File: config.mk
export PLATFORM = sky130hd
export DESIGN_NAME = vscale_mul_div_flat
export DESIGN_NICKNAME = d
export VERILOG_FILES = /design/src/rtl/vscale_mul_div_pkg.sv /design/src/rtl/vscale_mul_div_if.sv /design/src/rtl/vscale_md_addsub.sv /design/src/rtl/vscale_mul_div.sv /design/src/flat_wrapper.sv
export SDC_FILE = /design/constraint.sdc
export NUM_CORES = 1
export LEC_CHECK = 0
export BUFFER_PORTS_ARGS = -buffer_cell sky130_fd_sc_hd__buf_2
export CORE_AREA = 3 3 198 220
export DETAILED_ROUTE_END_ITERATION = 12
export DIE_AREA = 0 0 201 223
export PLACE_DENSITY_LB_ADDON = 0.2
export SKIP_CTS_REPAIR_TIMING = 1
export SYNTH_ARGS = -nofsm -noshare
export SYNTH_HDL_FRONTEND = slang
export SYNTH_HIERARCHICAL = 1
export SYNTH_SLANG_ARGS = --single-unit
File: constraint.sdc
create_clock -name clk -period 8.9 [get_ports clk]
set_input_delay 0.89 -clock clk [delete_from_list [all_inputs] [get_ports clk]]
set_output_delay 0.89 -clock clk [all_outputs]
set_load 0.02 [all_outputs]
File: src/rtl/vscale_mul_div_pkg.sv
// Shared constants for the multiply/divide unit.
// Contents:
//   MD_OP_WIDTH    - width of the multiply/divide opcode (RV32M funct3)
//   md_op_e        - opcode encodings MUL..REMU
//   md_state_e     - sequencer states IDLE/MUL/DIV/DONE
//   md_in1_signed  - opcode treats rs1 as a two's-complement value
//   md_in2_signed  - opcode treats rs2 as a two's-complement value
package vscale_mul_div_pkg;

  localparam int MD_OP_WIDTH = 3;

  typedef enum logic [MD_OP_WIDTH-1:0] {
    MD_OP_MUL    = 3'd0,
    MD_OP_MULH   = 3'd1,
    MD_OP_MULHSU = 3'd2,
    MD_OP_MULHU  = 3'd3,
    MD_OP_DIV    = 3'd4,
    MD_OP_DIVU   = 3'd5,
    MD_OP_REM    = 3'd6,
    MD_OP_REMU   = 3'd7
  } md_op_e;

  typedef enum logic [1:0] {
    MD_STATE_IDLE = 2'd0,
    MD_STATE_MUL  = 2'd1,
    MD_STATE_DIV  = 2'd2,
    MD_STATE_DONE = 2'd3
  } md_state_e;

  function automatic logic md_in1_signed(input md_op_e op);
    return (op == MD_OP_MUL) || (op == MD_OP_MULH) || (op == MD_OP_MULHSU) ||
           (op == MD_OP_DIV) || (op == MD_OP_REM);
  endfunction

  function automatic logic md_in2_signed(input md_op_e op);
    return (op == MD_OP_MUL) || (op == MD_OP_MULH) ||
           (op == MD_OP_DIV) || (op == MD_OP_REM);
  endfunction

endpackage

File: src/rtl/vscale_mul_div_if.sv
// Request/response bundle between the execute stage and the multiply/divide unit.
// Signals:
//   req_valid/req_ready   - request handshake (execute stage -> unit)
//   req_op                - RV32M funct3 opcode
//   req_in1/req_in2       - rs1/rs2 operands
//   kill                  - pipeline flush, aborts any request in flight
//   resp_valid/resp_ready - response handshake (unit -> writeback)
//   resp_result           - final result, zero while resp_valid is low
// Modports: master = pipeline side, slave = the unit.
interface vscale_mul_div_if #(
  parameter int XPR_LEN = 32
);
  import vscale_mul_div_pkg::*;

  logic                   req_valid;
  logic                   req_ready;
  logic [MD_OP_WIDTH-1:0] req_op;
  logic [XPR_LEN-1:0]     req_in1;
  logic [XPR_LEN-1:0]     req_in2;
  logic                   kill;
  logic                   resp_valid;
  logic                   resp_ready;
  logic [XPR_LEN-1:0]     resp_result;

  modport master (
    output req_valid, req_op, req_in1, req_in2, kill, resp_ready,
    input  req_ready, resp_valid, resp_result
  );

  modport slave (
    input  req_valid, req_op, req_in1, req_in2, kill, resp_ready,
    output req_ready, resp_valid, resp_result
  );

endinterface

File: src/rtl/vscale_md_addsub.sv
// Adder/subtractor with carry-out shared by the multiply and divide iterations.
// Ports:
//   a_i, b_i - operands (WIDTH bits)
//   sub_i    - 1: a_i - b_i, 0: a_i + b_i
//   sum_o    - WIDTH-bit result
//   carry_o  - carry out; when subtracting, 1 means a_i >= b_i (no borrow)
module vscale_md_addsub #(
  parameter int WIDTH = 33
) (
  input  logic [WIDTH-1:0] a_i,
  input  logic [WIDTH-1:0] b_i,
  input  logic             sub_i,
  output logic [WIDTH-1:0] sum_o,
  output logic             carry_o
);

  logic [WIDTH-1:0] b_eff;

  // Subtraction is a + ~b + 1, so the carry-in is the sub flag itself.
  assign b_eff = sub_i ? ~b_i : b_i;
  assign {carry_o, sum_o} = {1'b0, a_i} + {1'b0, b_eff} + {{WIDTH{1'b0}}, sub_i};

endmodule

File: src/rtl/vscale_mul_div.sv
// Iterative RV32M multiply/divide unit.
// One radix-2 step per cycle for 32 cycles (shift-add multiply, restoring
// divide), then one finalize cycle that applies the sign correction and
// selects the result, giving a fixed 33-cycle request-to-response latency.
// Ports:
//   clk     - clock, rising edge
//   reset_n - asynchronous active-low reset
//   md      - request/response bundle (vscale_mul_div_if.slave)
module vscale_mul_div
  import vscale_mul_div_pkg::*;
#(
  parameter int XPR_LEN = 32
) (
  input  logic                  clk,
  input  logic                  reset_n,
  vscale_mul_div_if.slave       md
);

  localparam int W = XPR_LEN;
  localparam logic [4:0] ITER_LAST = 5'd31;

  md_state_e      state_q, state_d;
  md_op_e         op_q, op_d, req_op;
  logic           neg_q, neg_d;
  logic [4:0]     count_q, count_d;
  logic [W-1:0]   a_q, a_d;
  logic [W-1:0]   hi_q, hi_d;
  logic [W-1:0]   lo_q, lo_d;
  logic [W-1:0]   result_q, result_d;
  logic           resp_valid_q, resp_valid_d;

  logic           accept;
  logic           in1_neg, in2_neg, in2_zero;
  logic [W-1:0]   in1_mag, in2_mag;
  logic [W:0]     as_a, as_b, as_sum;
  logic           as_sub, as_carry;
  logic [W:0]     mul_acc;
  logic [2*W-1:0] prod_fix;
  logic [W-1:0]   final_result;

  function automatic logic [W-1:0] negate(input logic [W-1:0] v);
    return ~v + W'(1);
  endfunction

  assign req_op          = md_op_e'(md.req_op);
  assign md.req_ready    = reset_n && !md.kill && (state_q == MD_STATE_IDLE);
  assign md.resp_valid   = resp_valid_q;
  assign md.resp_result  = resp_valid_q ? result_q : '0;
  assign accept          = md.req_valid && md.req_ready;

  // Operands are reduced to magnitudes on acceptance; the sign is restored at the end.
  assign in1_neg  = md_in1_signed(req_op) && md.req_in1[W-1];
  assign in2_neg  = md_in2_signed(req_op) && md.req_in2[W-1];
  assign in2_zero = (md.req_in2 == '0);
  assign in1_mag  = in1_neg ? negate(md.req_in1) : md.req_in1;
  assign in2_mag  = in2_neg ? negate(md.req_in2) : md.req_in2;

  // Multiply adds the multiplicand into the high half; divide subtracts the
  // divisor from the remainder shifted left by one quotient bit.
  always_comb begin
    as_sub = (state_q == MD_STATE_DIV);
    as_b   = {1'b0, a_q};
    if (as_sub) begin
      as_a = {hi_q, lo_q[W-1]};
    end else begin
      as_a = {1'b0, hi_q};
    end
  end

  vscale_md_addsub #(.WIDTH(W + 1)) u_addsub (
    .a_i     (as_a),
    .b_i     (as_b),
    .sub_i   (as_sub),
    .sum_o   (as_sum),
    .carry_o (as_carry)
  );

  assign mul_acc = lo_q[0] ? as_sum : {1'b0, hi_q};

  // Sign correction and result selection, evaluated once in the finalize cycle.
  // The divide-by-zero case never sets neg_q for quotients, so the all-ones
  // raw quotient and the untouched dividend come out unmodified.
  always_comb begin
    prod_fix = neg_q ? (~{hi_q, lo_q} + (2*W)'(1)) : {hi_q, lo_q};
    case (op_q)
      MD_OP_MUL:                             final_result = prod_fix[W-1:0];
      MD_OP_MULH, MD_OP_MULHSU, MD_OP_MULHU: final_result = prod_fix[2*W-1:W];
      MD_OP_DIV, MD_OP_DIVU:                 final_result = neg_q ? negate(lo_q) : lo_q;
      default:                               final_result = neg_q ? negate(hi_q) : hi_q;
    endcase
  end

  // Sequencer and datapath next state; kill overrides everything.
  always_comb begin
    state_d      = state_q;
    op_d         = op_q;
    neg_d        = neg_q;
    count_d      = count_q;
    a_d          = a_q;
    hi_d         = hi_q;
    lo_d         = lo_q;
    result_d     = result_q;
    resp_valid_d = resp_valid_q;
    case (state_q)
      MD_STATE_IDLE: begin
        if (accept) begin
          op_d     = req_op;
          count_d  = '0;
          hi_d     = '0;
          result_d = '0;
          if (req_op[2]) begin
            a_d     = in2_mag;
            lo_d    = in1_mag;
            state_d = MD_STATE_DIV;
            if (req_op[1]) begin
              neg_d = in1_neg;
            end else begin
              neg_d = (in1_neg ^ in2_neg) && !in2_zero;
            end
          end else begin
            a_d     = in1_mag;
            lo_d    = in2_mag;
            neg_d   = in1_neg ^ in2_neg;
            state_d = MD_STATE_MUL;
          end
        end
      end
      MD_STATE_MUL: begin
        hi_d    = mul_acc[W:1];
        lo_d    = {mul_acc[0], lo_q[W-1:1]};
        count_d = count_q + 5'd1;
        if (count_q == ITER_LAST) state_d = MD_STATE_DONE;
      end
      MD_STATE_DIV: begin
        hi_d    = as_carry ? as_sum[W-1:0] : as_a[W-1:0];
        lo_d    = {lo_q[W-2:0], as_carry};
        count_d = count_q + 5'd1;
        if (count_q == ITER_LAST) state_d = MD_STATE_DONE;
      end
      MD_STATE_DONE: begin
        if (!resp_valid_q) begin
          result_d     = final_result;
          resp_valid_d = 1'b1;
        end else if (md.resp_ready) begin
          result_d     = '0;
          resp_valid_d = 1'b0;
          state_d      = MD_STATE_IDLE;
        end
      end
      default: state_d = MD_STATE_IDLE;
    endcase
    if (md.kill) begin
      state_d      = MD_STATE_IDLE;
      resp_valid_d = 1'b0;
      result_d     = '0;
    end
  end

  // State and datapath registers.
  always_ff @(posedge clk or negedge reset_n) begin
    if (!reset_n) begin
      state_q      <= MD_STATE_IDLE;
      op_q         <= MD_OP_MUL;
      neg_q        <= 1'b0;
      count_q      <= '0;
      a_q          <= '0;
      hi_q         <= '0;
      lo_q         <= '0;
      result_q     <= '0;
      resp_valid_q <= 1'b0;
    end else begin
      state_q      <= state_d;
      op_q         <= op_d;
      neg_q        <= neg_d;
      count_q      <= count_d;
      a_q          <= a_d;
      hi_q         <= hi_d;
      lo_q         <= lo_d;
      result_q     <= result_d;
      resp_valid_q <= resp_valid_d;
    end
  end

endmodule

File: src/flat_wrapper.sv
// flat-port wrapper written by rule: the top's interface ports become plain ports
module vscale_mul_div_flat import vscale_mul_div_pkg::*;
#(
  parameter int XPR_LEN = 32
)
  (clk, reset_n, md_req_valid, md_req_op, md_req_in1, md_req_in2, md_kill, md_resp_ready, md_req_ready, md_resp_valid, md_resp_result);
  vscale_mul_div_if #(.XPR_LEN(XPR_LEN)) md_i ();
  input  logic clk;
  input  logic reset_n;
  input wire logic [$bits(md_i.req_valid)-1:0] md_req_valid;
  input wire logic [$bits(md_i.req_op)-1:0] md_req_op;
  input wire logic [$bits(md_i.req_in1)-1:0] md_req_in1;
  input wire logic [$bits(md_i.req_in2)-1:0] md_req_in2;
  input wire logic [$bits(md_i.kill)-1:0] md_kill;
  input wire logic [$bits(md_i.resp_ready)-1:0] md_resp_ready;
  output wire logic [$bits(md_i.req_ready)-1:0] md_req_ready;
  output wire logic [$bits(md_i.resp_valid)-1:0] md_resp_valid;
  output wire logic [$bits(md_i.resp_result)-1:0] md_resp_result;
  assign md_i.req_valid = md_req_valid;
  assign md_i.req_op = md_req_op;
  assign md_i.req_in1 = md_req_in1;
  assign md_i.req_in2 = md_req_in2;
  assign md_i.kill = md_kill;
  assign md_i.resp_ready = md_resp_ready;
  assign md_req_ready = md_i.req_ready;
  assign md_resp_valid = md_i.resp_valid;
  assign md_resp_result = md_i.resp_result;
  vscale_mul_div #(.XPR_LEN(XPR_LEN)) u_core (.clk(clk), .reset_n(reset_n), .md(md_i));
endmodule
Yosys cells after proc, flatten, opt, wreduce, memory -nomap -nowiden
Index checks and enable logic that the tools add are counted.
{"block": "classes", "reduce_logical": 30, "muxes": 36, "bitwise": 7, "addsub": 8, "eq_ne": 19}
{"cell": "two-way mux 32 bit", "count": 13}
{"cell": "one-hot mux 32 bit (3 select lines)", "count": 3}
{"cell": "adder 32 x 1 -> 32 bit, second input constant", "count": 4}
{"cell": "NOT 32 bit", "count": 4}
{"cell": "two-way mux 33 bit", "count": 3}
{"cell": "adder 64 x 1 -> 64 bit, second input constant", "count": 1}
{"cell": "two-way mux 64 bit", "count": 1}
{"cell": "NOT 64 bit", "count": 1}
{"cell": "one-hot mux 32 bit (2 select lines)", "count": 1}
{"cell": "adder 33 x 33 -> 34 bit", "count": 1}
{"cell": "adder 34 x 1 -> 34 bit", "count": 1}
{"cell": "NOT 32 -> 33 bit", "count": 1}
{"cell": "zero test 32 bit", "count": 1}
{"cell": "== test 3 bit, second input constant", "count": 4}
{"cell": "two-way mux 2 bit", "count": 6}
{"cell": "one-hot mux 5 bit (2 select lines)", "count": 1}
{"cell": "== test 3 x 2 -> 1 bit, second input constant", "count": 3}
{"cell": "== test 3 x 1 -> 1 bit, second input constant", "count": 2}
{"cell": "logical AND 1 bit", "count": 6}
{"cell": "zero test 3 bit", "count": 2}
{"cell": "logical OR 1 bit", "count": 6}
{"cell": "two-way mux 1 bit", "count": 6}
{"cell": "!= test 3 x 2 -> 1 bit, second input constant", "count": 2}
{"cell": "one-hot mux 2 bit (3 select lines)", "count": 1}
{"cell": "19 further kinds", "count": 26}
{"block": "word_totals", "input_bits": 72, "elab_cells": 109, "reg_bits": 140, "output_inout_bits": 34}

Depth between registers and ports, before layout
Gate-level depths: netlist of the first run.
{"block": "logic_depth", "word_depth": 10, "ltp_mapped": 24, "mapped_depth_nobuf": 17}

Modules after synthesis
The synthesis of the first run kept the hierarchy.
{"module": "vscale_mul_div", "seq_area_each_um2": 3503.4, "area_each_um2": 12458.2, "n_inst": 1, "cells_each": 1556}
{"module": "vscale_md_addsub", "seq_area_each_um2": 0.0, "area_each_um2": 2018.2, "n_inst": 1, "cells_each": 275}

Worst setup path before layout of the first run
Ideal clock, no wire load.
{"block": "synth_path", "kind": "reg-to-reg", "start": "register u_core.state_q[0]", "end": "register u_core.hi_q[17]", "stages_incl_launch_ff": 22, "synth_period_minus_slack_ns": 4.885, "arrival_time_ns": 4.764, "n_path_buf": 6, "slack_ns": 4.015, "setup_ns": 0.121, "required_ns": 8.779, "path_cell_list": "dfrtp_1 > inv_1 > ha_1 > clkbuf_1 > buf_1 > mux2_2 > ha_1 > clkbuf_1 > a21oi_1 > o21a_1 > a211oi_1 > o2111ai_1 > o2111ai_1 > a311o_1 > a21o_1 > clkbuf_1 > buf_1 > clkbuf_1 > o21ai_0 > a22oi_1 > nor2_1 > a22o_1"}
{"block": "synth_via", "elab_chain_len": 6, "word_cells_on_any_way": 15, "classes_between": "add/sub: 2; eq/ne: 3; mux: 5; reduce/logical: 5"}
{"element": "start: declaration", "line_no": "vscale_mul_div.sv:22", "text": "md_state_e state_q, state_d;"}
{"element": "start signal: assignment", "line_no": "vscale_mul_div.sv:172", "text": "state_q <= state_d;"}
{"element": "== test 2 bit", "line_no": "vscale_mul_div.sv:61", "text": "as_sub = (state_q == MD_STATE_DIV);"}
{"element": "net u_core.as_sub", "line_no": "vscale_mul_div.sv:36", "text": "logic as_sub, as_carry;"}
{"element": "two-way mux 33 bit", "line_no": "vscale_mul_div.sv:63", "text": "if (as_sub) begin"}
{"element": "net u_core.as_a[14]", "line_no": "vscale_mul_div.sv:35", "text": "logic [W:0] as_a, as_b, as_sum;"}
{"element": "adder 33 x 33 -> 34 bit", "line_no": "vscale_md_addsub.sv:21", "text": "assign {carry_o, sum_o} = {1'b0, a_i} + {1'b0, b_eff} + {{WIDTH{1'b0}}, sub_i};"}
{"element": "adder 34 x 1 -> 34 bit", "line_no": "vscale_md_addsub.sv:21"}
{"element": "net u_core.as_carry", "line_no": "vscale_mul_div.sv:36"}
{"element": "two-way mux 32 bit", "line_no": "vscale_mul_div.sv:135", "text": "hi_d = as_carry ? as_sum[W-1:0] : as_a[W-1:0];"}
{"element": "one-hot mux 32 bit (3 select lines)", "line_no": "vscale_mul_div.sv:104", "text": "case (state_q)"}
{"element": "end signal: assignment", "line_no": "vscale_mul_div.sv:177", "text": "hi_q <= hi_d;"}
{"element": "end: declaration", "line_no": "vscale_mul_div.sv:27", "text": "logic [W-1:0] hi_q, hi_d;"}
The timed path passes the listed nets, and every way through them passes these cells.
A chain may end at the register's enable or synchronous reset.

Worst setup path after layout of the first run
{"block": "layout_path", "start": "register u_core.state_q[0]", "end": "register u_core.hi_q[17]"}
{"block": "layout_via", "elab_chain_len": 6, "word_cells_on_any_way": 15, "classes_between": "add/sub: 2; eq/ne: 3; mux: 5; reduce/logical: 5"}
{"element": "== test 2 bit", "line_no": "vscale_mul_div.sv:61"}
{"element": "net u_core.as_sub", "line_no": "vscale_mul_div.sv:36"}
{"element": "two-way mux 33 bit", "line_no": "vscale_mul_div.sv:63"}
{"element": "net u_core.as_a[2]", "line_no": "vscale_mul_div.sv:35"}
{"element": "adder 33 x 33 -> 34 bit", "line_no": "vscale_md_addsub.sv:21"}
{"element": "adder 34 x 1 -> 34 bit", "line_no": "vscale_md_addsub.sv:21"}
{"element": "net u_core.as_sum[18]", "line_no": "vscale_mul_div.sv:35"}
{"element": "two-way mux 33 bit", "line_no": "vscale_mul_div.sv:78", "text": "assign mul_acc = lo_q[0] ? as_sum : {1'b0, hi_q};"}
{"element": "one-hot mux 32 bit (3 select lines)", "line_no": "vscale_mul_div.sv:104"}
The timed path passes the listed nets, and every way through them passes these cells.

==> flow_summary.ini, run 1 <==
[route]
avgViaCountPerCell = 5.829
met1Wirelength_microns = 23980
route.vias.total = 13850
drt_iter0_drc = 1078
dr.max_layer_used = met4
wl_met3_microns = 2275
route.detailed.drc = 0
drt_wl_total_microns = 50280
dr.pass1.iters = 5
antenna_left = 0
wl_per_cell_microns = 21.16
routed-wl-met2_microns = 22790

[clock_tree]
clk_latency_ns = 0.43
cts_tree = yes
root_buffer = clkbuf_16
cts_buffers = 17
numClockSinks = 140
clkTransAtPathRegs_ns = 0.07
cts_buffer_depth = 2
htree_levels = 4

[global_routing]
grt.overflow.total = 0
grt_max_degree = 92
track_usage = 0.2173
first_global_vias = 13007
grt_pass1_wl_microns = 78080
antenna_found_initial = 0

[final_layout]
fin_nets = 1920
n_antenna_cell = 0
final_area_sq_um = 15800
fin_util = 0.3827
area.growth.synth_to_final_pct = 9.145
drive_gt1_frac = 0.1492

[yosys]
yosysTopAreaCell = dfrtp_1
synth_edf_count = 0
ys.flop_type = dfrtp_1
synth_top_area_share = 0.2420
yosysWarningCount = 6
syn_nets = 1946
synth-async-reset-ratio = 1.000
seq_area_frac_synth = 0.2420
synth_area_leaders = dfrtp_1 (24%), mux2_2 (6.6%), xor2_1 (6.6%)
synthDistinctLibCells = 88
syn_area_sq_um = 14480
synth_cells = 1831
ys_ff_latch = 140
postSynthAreaPerCell_sq_um = 7.906

[critical_path]
timing.rr.end = u_core/hi_q[17]
arrival_ns = 6.01
path_class = reg2reg
startpoint_type = register
cp_max_fo = 66
required_ns = 9.21
cp-end-kind = register
rr_worst_depth = 16
regToRegSetupSlack_ns = 3.20
r2r-start = u_core/state_q[0]

[power]
power.leakage_nw = 6.867
p_seq_frac = 0.237
swShare = 0.5299
p_per_area_nw_per_um2 = 318.7
intPower_w = 0.002367
power.switching_w = 0.002668
ir_drop_v = 0.0002877
power_frac_clock = 0.145
pwr-share-comb = 0.618

[placed_design]
hpwl_microns = 38210
dpl_cell_area_sq_um = 15230
gp_congestion = 0.8925
io_buffers = 105

[floorplan]
initial_utilization = 0.3507
io_pins = 106
std_cell_rows = 78
core_area_sq_um = 41280
die-area_sq_um = 44820
die_width_microns = 201
die_h_microns = 223

[sta]
max-slew-margin-rel = 0.2395
finalHoldViolations = 0
finClkSkew_ns = 0.01281
rsz0062_at_grt = false
maxSlewViolCount = 0
post-route-period-util = 0.6405
setup_tns_ns = 0
setup_viol = 0
finalCriticalPeriod_ns = 5.701
achievable-frequency_mhz = 175.4
worst_pin_slew_ns = 1.130

[flow_run]
drv_cap = 0

[worst_hold_path]
hold_path.class = in2async

[outcome]
status = completed
-- layer usage --
layer / GRT usage / vias up
met2: 0.3495 / 433
met4: 0.06053 / 0
li1: - / 6668
met1: 0.3088 / 6685
met3: 0.02422 / 64
met5: 0 / -
-- placed cells by master (no fill, tap or decap), types with 14 or more instances in the layout --
cell type / instances
a21oi_1: 111
a21o_1: 16
a31oi_1: 14
o31ai_1: 32
nor2_1: 112
and3_1: 23
a22o_1: 58
and2_1: 40
o21ai_0: 144
o211ai_1: 17
nand2_1: 210
xnor2_1: 82
mux2i_1: 21
dfrtp_1: 139
nor3_1: 27
ha_1: 39
nand3_1: 35
xor2_1: 109
or3_1: 19
mux2_2: 85
nand2b_1: 14
buf_4: 18
buf_2: 104
inv_1: 30
a22oi_1: 47
nor4_1: 22
clkbuf_16: 17
o221ai_1: 32
-- power groups by stage --
| stage | Sequential, W | Combinational (W) | Clock [W] |
|---|---|---|---|
| 5_1_grt | 0.00122 | 0.00341 | 0.000772 |
| 3_5_place_dp | 0.00119 | 0.00306 | 0 |
| 3_3_place_gp | 0.00119 | 0.00306 | 0 |
| 2_1_floorplan | 0.000936 | 0.00245 | 0 |
| 4_1_cts | 0.00118 | 0.00308 | 0.000743 |
| 6_report | 0.00119 | 0.00311 | 0.000728 |
-- cells by family after synthesis --
group / Yosys count / synth area share
muxes: 107 / 0.08168
AOI/OAI and AO/OA: 573 / 0.2694
other: 1 / 0.0002590
buffers and inverters: 198 / 0.05264
adders and majority gates: 43 / 0.03768
and+or+nand+nor: 578 / 0.2008
DFF: 140 / 0.2420
xor gates and xnor gates: 191 / 0.1156
-- Yosys cell counts (40+ instances only) --
cell      number
nand2_1      210
dfrtp_1      140
clkbuf_1     144
xnor2_1       82
mux2_2        85
xor2_1       109
a22oi_1       47
nor2_1       112
and2_1        40
a22o_1        58
a21oi_1      113
ha_1          42
o21ai_0      144
-- registers in the layout, summed over array words and instances, names as in the netlist --
name	cells
u_core/state_q	2
u_core/lo_q	32
u_core/hi_q	32
u_core/md.resp_valid	1
u_core/op_q	3
u_core/a_q	32
u_core/neg_q	1
u_core/count_q	5
u_core/result_q	32
-- worst max path at each step --
stage,from,end,slack [ns]
2_1_floorplan,u_core/state_q[0],u_core/hi_q[17],4.02
3_3_place_gp,u_core/state_q[0],u_core/hi_q[17],3.44
3_5_place_dp,u_core/state_q[0],u_core/hi_q[3],3.35
4_1_cts,u_core/state_q[0],u_core/hi_q[13],3.32
5_1_grt,u_core/state_q[0],u_core/hi_q[8],2.98
6_report,u_core/state_q[0],u_core/hi_q[17],3.20
-- area by class of cell --
| type | count | area (sq um) |
|---|---|---|
| sequential | 140 | 3505 |
| clock buffer | 22 | 454.2 |
| inverter | 30 | 112.6 |
| timing repair buffer | 123 | 666.9 |
| clock inverter | 8 | 118.9 |
| fill | 4357 | 25480 |
| multi-input combinational | 1493 | 10240 |
| tap | 560 | 700.7 |
-- critical path: stages (launching register included) --
cell	delay (ns)
dfrtp_1	0.42
inv_1	0.13
ha_4	0.68
buf_4	0.58
mux2_2	0.40
ha_1	0.40
a21oi_1	0.14
o2bb2ai_1	0.41
nor2_1	0.16
o31ai_1	0.71
a21boi_0	0.23
a311oi_1	0.37
xor2_1	0.15
mux2_2	0.28
a22oi_1	0.18
nor2_1	0.06
a22o_1	0.21
-- metrics by stage --
stage,worst slack [ns],instances,power (W),hold slack (ns)
after global placement,3.436,2346,0.004250,0.4451
after global routing,2.981,2376,0.005408,0.3681
after detailed placement,3.349,2346,0.004257,0.4494
after CTS,3.320,2376,0.005001,0.3588
after floorplan,4.015,1831,0.003385,0.4311
final,3.199,2376,0.005035,0.3591
(Power assumes the default switching activity.)
==> inputs of run 2 (changes only) <==
clock period = 5.39 ns   (was 8.9 ns; I/O delays follow)
==> run 2 against run 1 <==
  * Critical path depth up 1
  * Sequential power up 64%
  * Die area unchanged
  * Flip-flop and latch count unchanged
  * Routed wire length up 2.5%
  * Global-route usage up 0.47 points
  * Clock power up 79%
  * Total power up 69%
  * Clock skew up 0.00050 ns
==> flow_summary.ini, run 2 (synthesis gave the netlist of run 1 again) <==
[sta]
worst_pin_slew_ns = 1.131
max-slew-margin-rel = 0.2430
post-route-period-util = 0.9068
setup_viol = 0
finalHoldViolations = 0
achievable-frequency_mhz = 204.6
maxSlewViolCount = 0
finalCriticalPeriod_ns = 4.888
finClkSkew_ns = 0.01331
setup_tns_ns = 0
rsz0062_at_grt = false

[clock_tree]
htree_levels = 4
cts_buffer_depth = 2
clkTransAtPathRegs_ns = 0.06
cts_buffers = 17
cts_tree = yes
root_buffer = clkbuf_16
numClockSinks = 140
clk_latency_ns = 0.44

[critical_path]
cp_max_fo = 49
required_ns = 5.72
startpoint_type = register
cp-end-kind = register
cp-startpoint = u_core/state_q[0]
path_class = reg2reg
arrival_ns = 5.21
r2r-start = u_core/state_q[0]

[global_routing]
grt_pass1_wl_microns = 79450
grt.overflow.total = 0
grt_max_degree = 120
first_global_vias = 13448
track_usage = 0.2220
antenna_found_initial = 0

[outcome]
status = completed

[placed_design]
io_buffers = 105
gp_congestion = 0.9151
placed_cells = 2356
hpwl_microns = 38730

[power]
swShare = 0.5292
p_seq_frac = 0.229
intPower_w = 0.004009
p_per_area_nw_per_um2 = 533.1
ir_drop_v = 0.0003786
power_frac_clock = 0.153
power.switching_w = 0.004506
power.leakage_nw = 6.949
pwr-share-comb = 0.619

[final_layout]
fin_cells = 2390
final_cell_mix = nand2_1 (210), o21ai_0 (144), dfrtp_1 (139)
drive_gt1_frac = 0.1564
final_common_cell = nand2_1
fillerInstances = 4358
area.growth.synth_to_final_pct = 10.35
fin_nets = 1931

[worst_hold_path]
hold_path.class = in2reg
hp-start = md_kill

[flow_run]
drv_cap = 0

[floorplan]
std_cell_rows = 78
die-area_sq_um = 44820
die_h_microns = 223
core_area_sq_um = 41280
initial_utilization = 0.3507
die_width_microns = 201
io_pins = 106

[route]
antenna_left = 0
drt_wl_total_microns = 51540
route.vias.total = 14077
dr.pass1.iters = 5
wl_per_cell_microns = 21.57
drt_iter0_drc = 1228
avgViaCountPerCell = 5.890
route.detailed.drc = 0
[run 2: cell count changes in the layout (fill, tap and decap cells not counted), sizes merged]
cell,previous run,this run
dlygate4sd3,0,1
bufinv,3,4
diode,0,1
clkinvlp,0,3
inv,30,31
clkbuf,22,19
buf,123,133
[run 2: metal layers]
layer	share of wire	up-vias	global-route usage
li1	-	6701	-
met1	0.47	6784	0.3134
met5	0	-	0
met4	0.026	0	0.06642
met2	0.45	505	0.3587
met3	0.053	87	0.02291
[run 2: power groups by stage]
stage	clock (W)	sequential, W	combinational, W
2_1_floorplan	0	0.00155	0.00404
3_3_place_gp	0	0.00194	0.00517
3_5_place_dp	0	0.00195	0.00518
4_1_cts	0.00132	0.00193	0.00520
5_1_grt	0.00137	0.00199	0.00577
6_report	0.00130	0.00195	0.00527
[run 2: worst paths after layout]
kind                                             end  slack (ns)  depth (start not counted)
worst min register to register   u_core/result_q[28]        0.46                          2
max in group asynchronous               u_core/neg_q        3.76                          3
worst min-delay path            u_core/md.resp_valid        0.38                          2
min in group asynchronous        u_core/result_q[22]        0.54                          2
worst max-delay path                  u_core/hi_q[4]        0.50                         17
worst max register to register        u_core/hi_q[4]        0.50                         17
[run 2: layout make-up]
type,count,area (sq um),area share
Multi-Input combinational cell,1493,10240,0.6412
Clock buffer,19,442.9,0.02773
Tap cell,560,700.7,0.04386
Timing Repair Buffer,134,777.0,0.04864
Sequential cell,140,3505,0.2194
Clock inverter,13,191.4,0.01198
Inverter,30,112.6,0.007049
Antenna cell,1,2.502,0.0001567
[run 2: stage by stage]
stage	power (W)	hold slack (ns)	utilization	area, sq um	worst slack (ns)
final	0.008515	0.3760	0.3869	15970	0.5024
after CTS	0.008454	-0.02702	0.3866	15960	0.5662
after global routing	0.009130	0.3831	0.3869	15970	0.2210
after floorplan	0.005589	0.2434	-	14480	0.5054
after detailed placement	0.007129	0.4351	0.3713	15330	0.5678
after global placement	0.007113	0.4336	0.3713	15330	0.6248
[run 2: critical path: stages (launching register included)]
cell	delay, ns
dfrtp_1	0.41
inv_1	0.13
ha_4	0.53
buf_4	0.37
xor2_1	0.11
ha_1	0.42
a21oi_1	0.16
o21a_1	0.22
a211oi_1	0.35
o2111ai_1	0.17
o2111ai_1	0.25
a311o_1	0.19
a21o_1	0.17
buf_4	0.43
mux2_2	0.39
a22oi_1	0.15
nor2_1	0.06
a22o_1	0.19
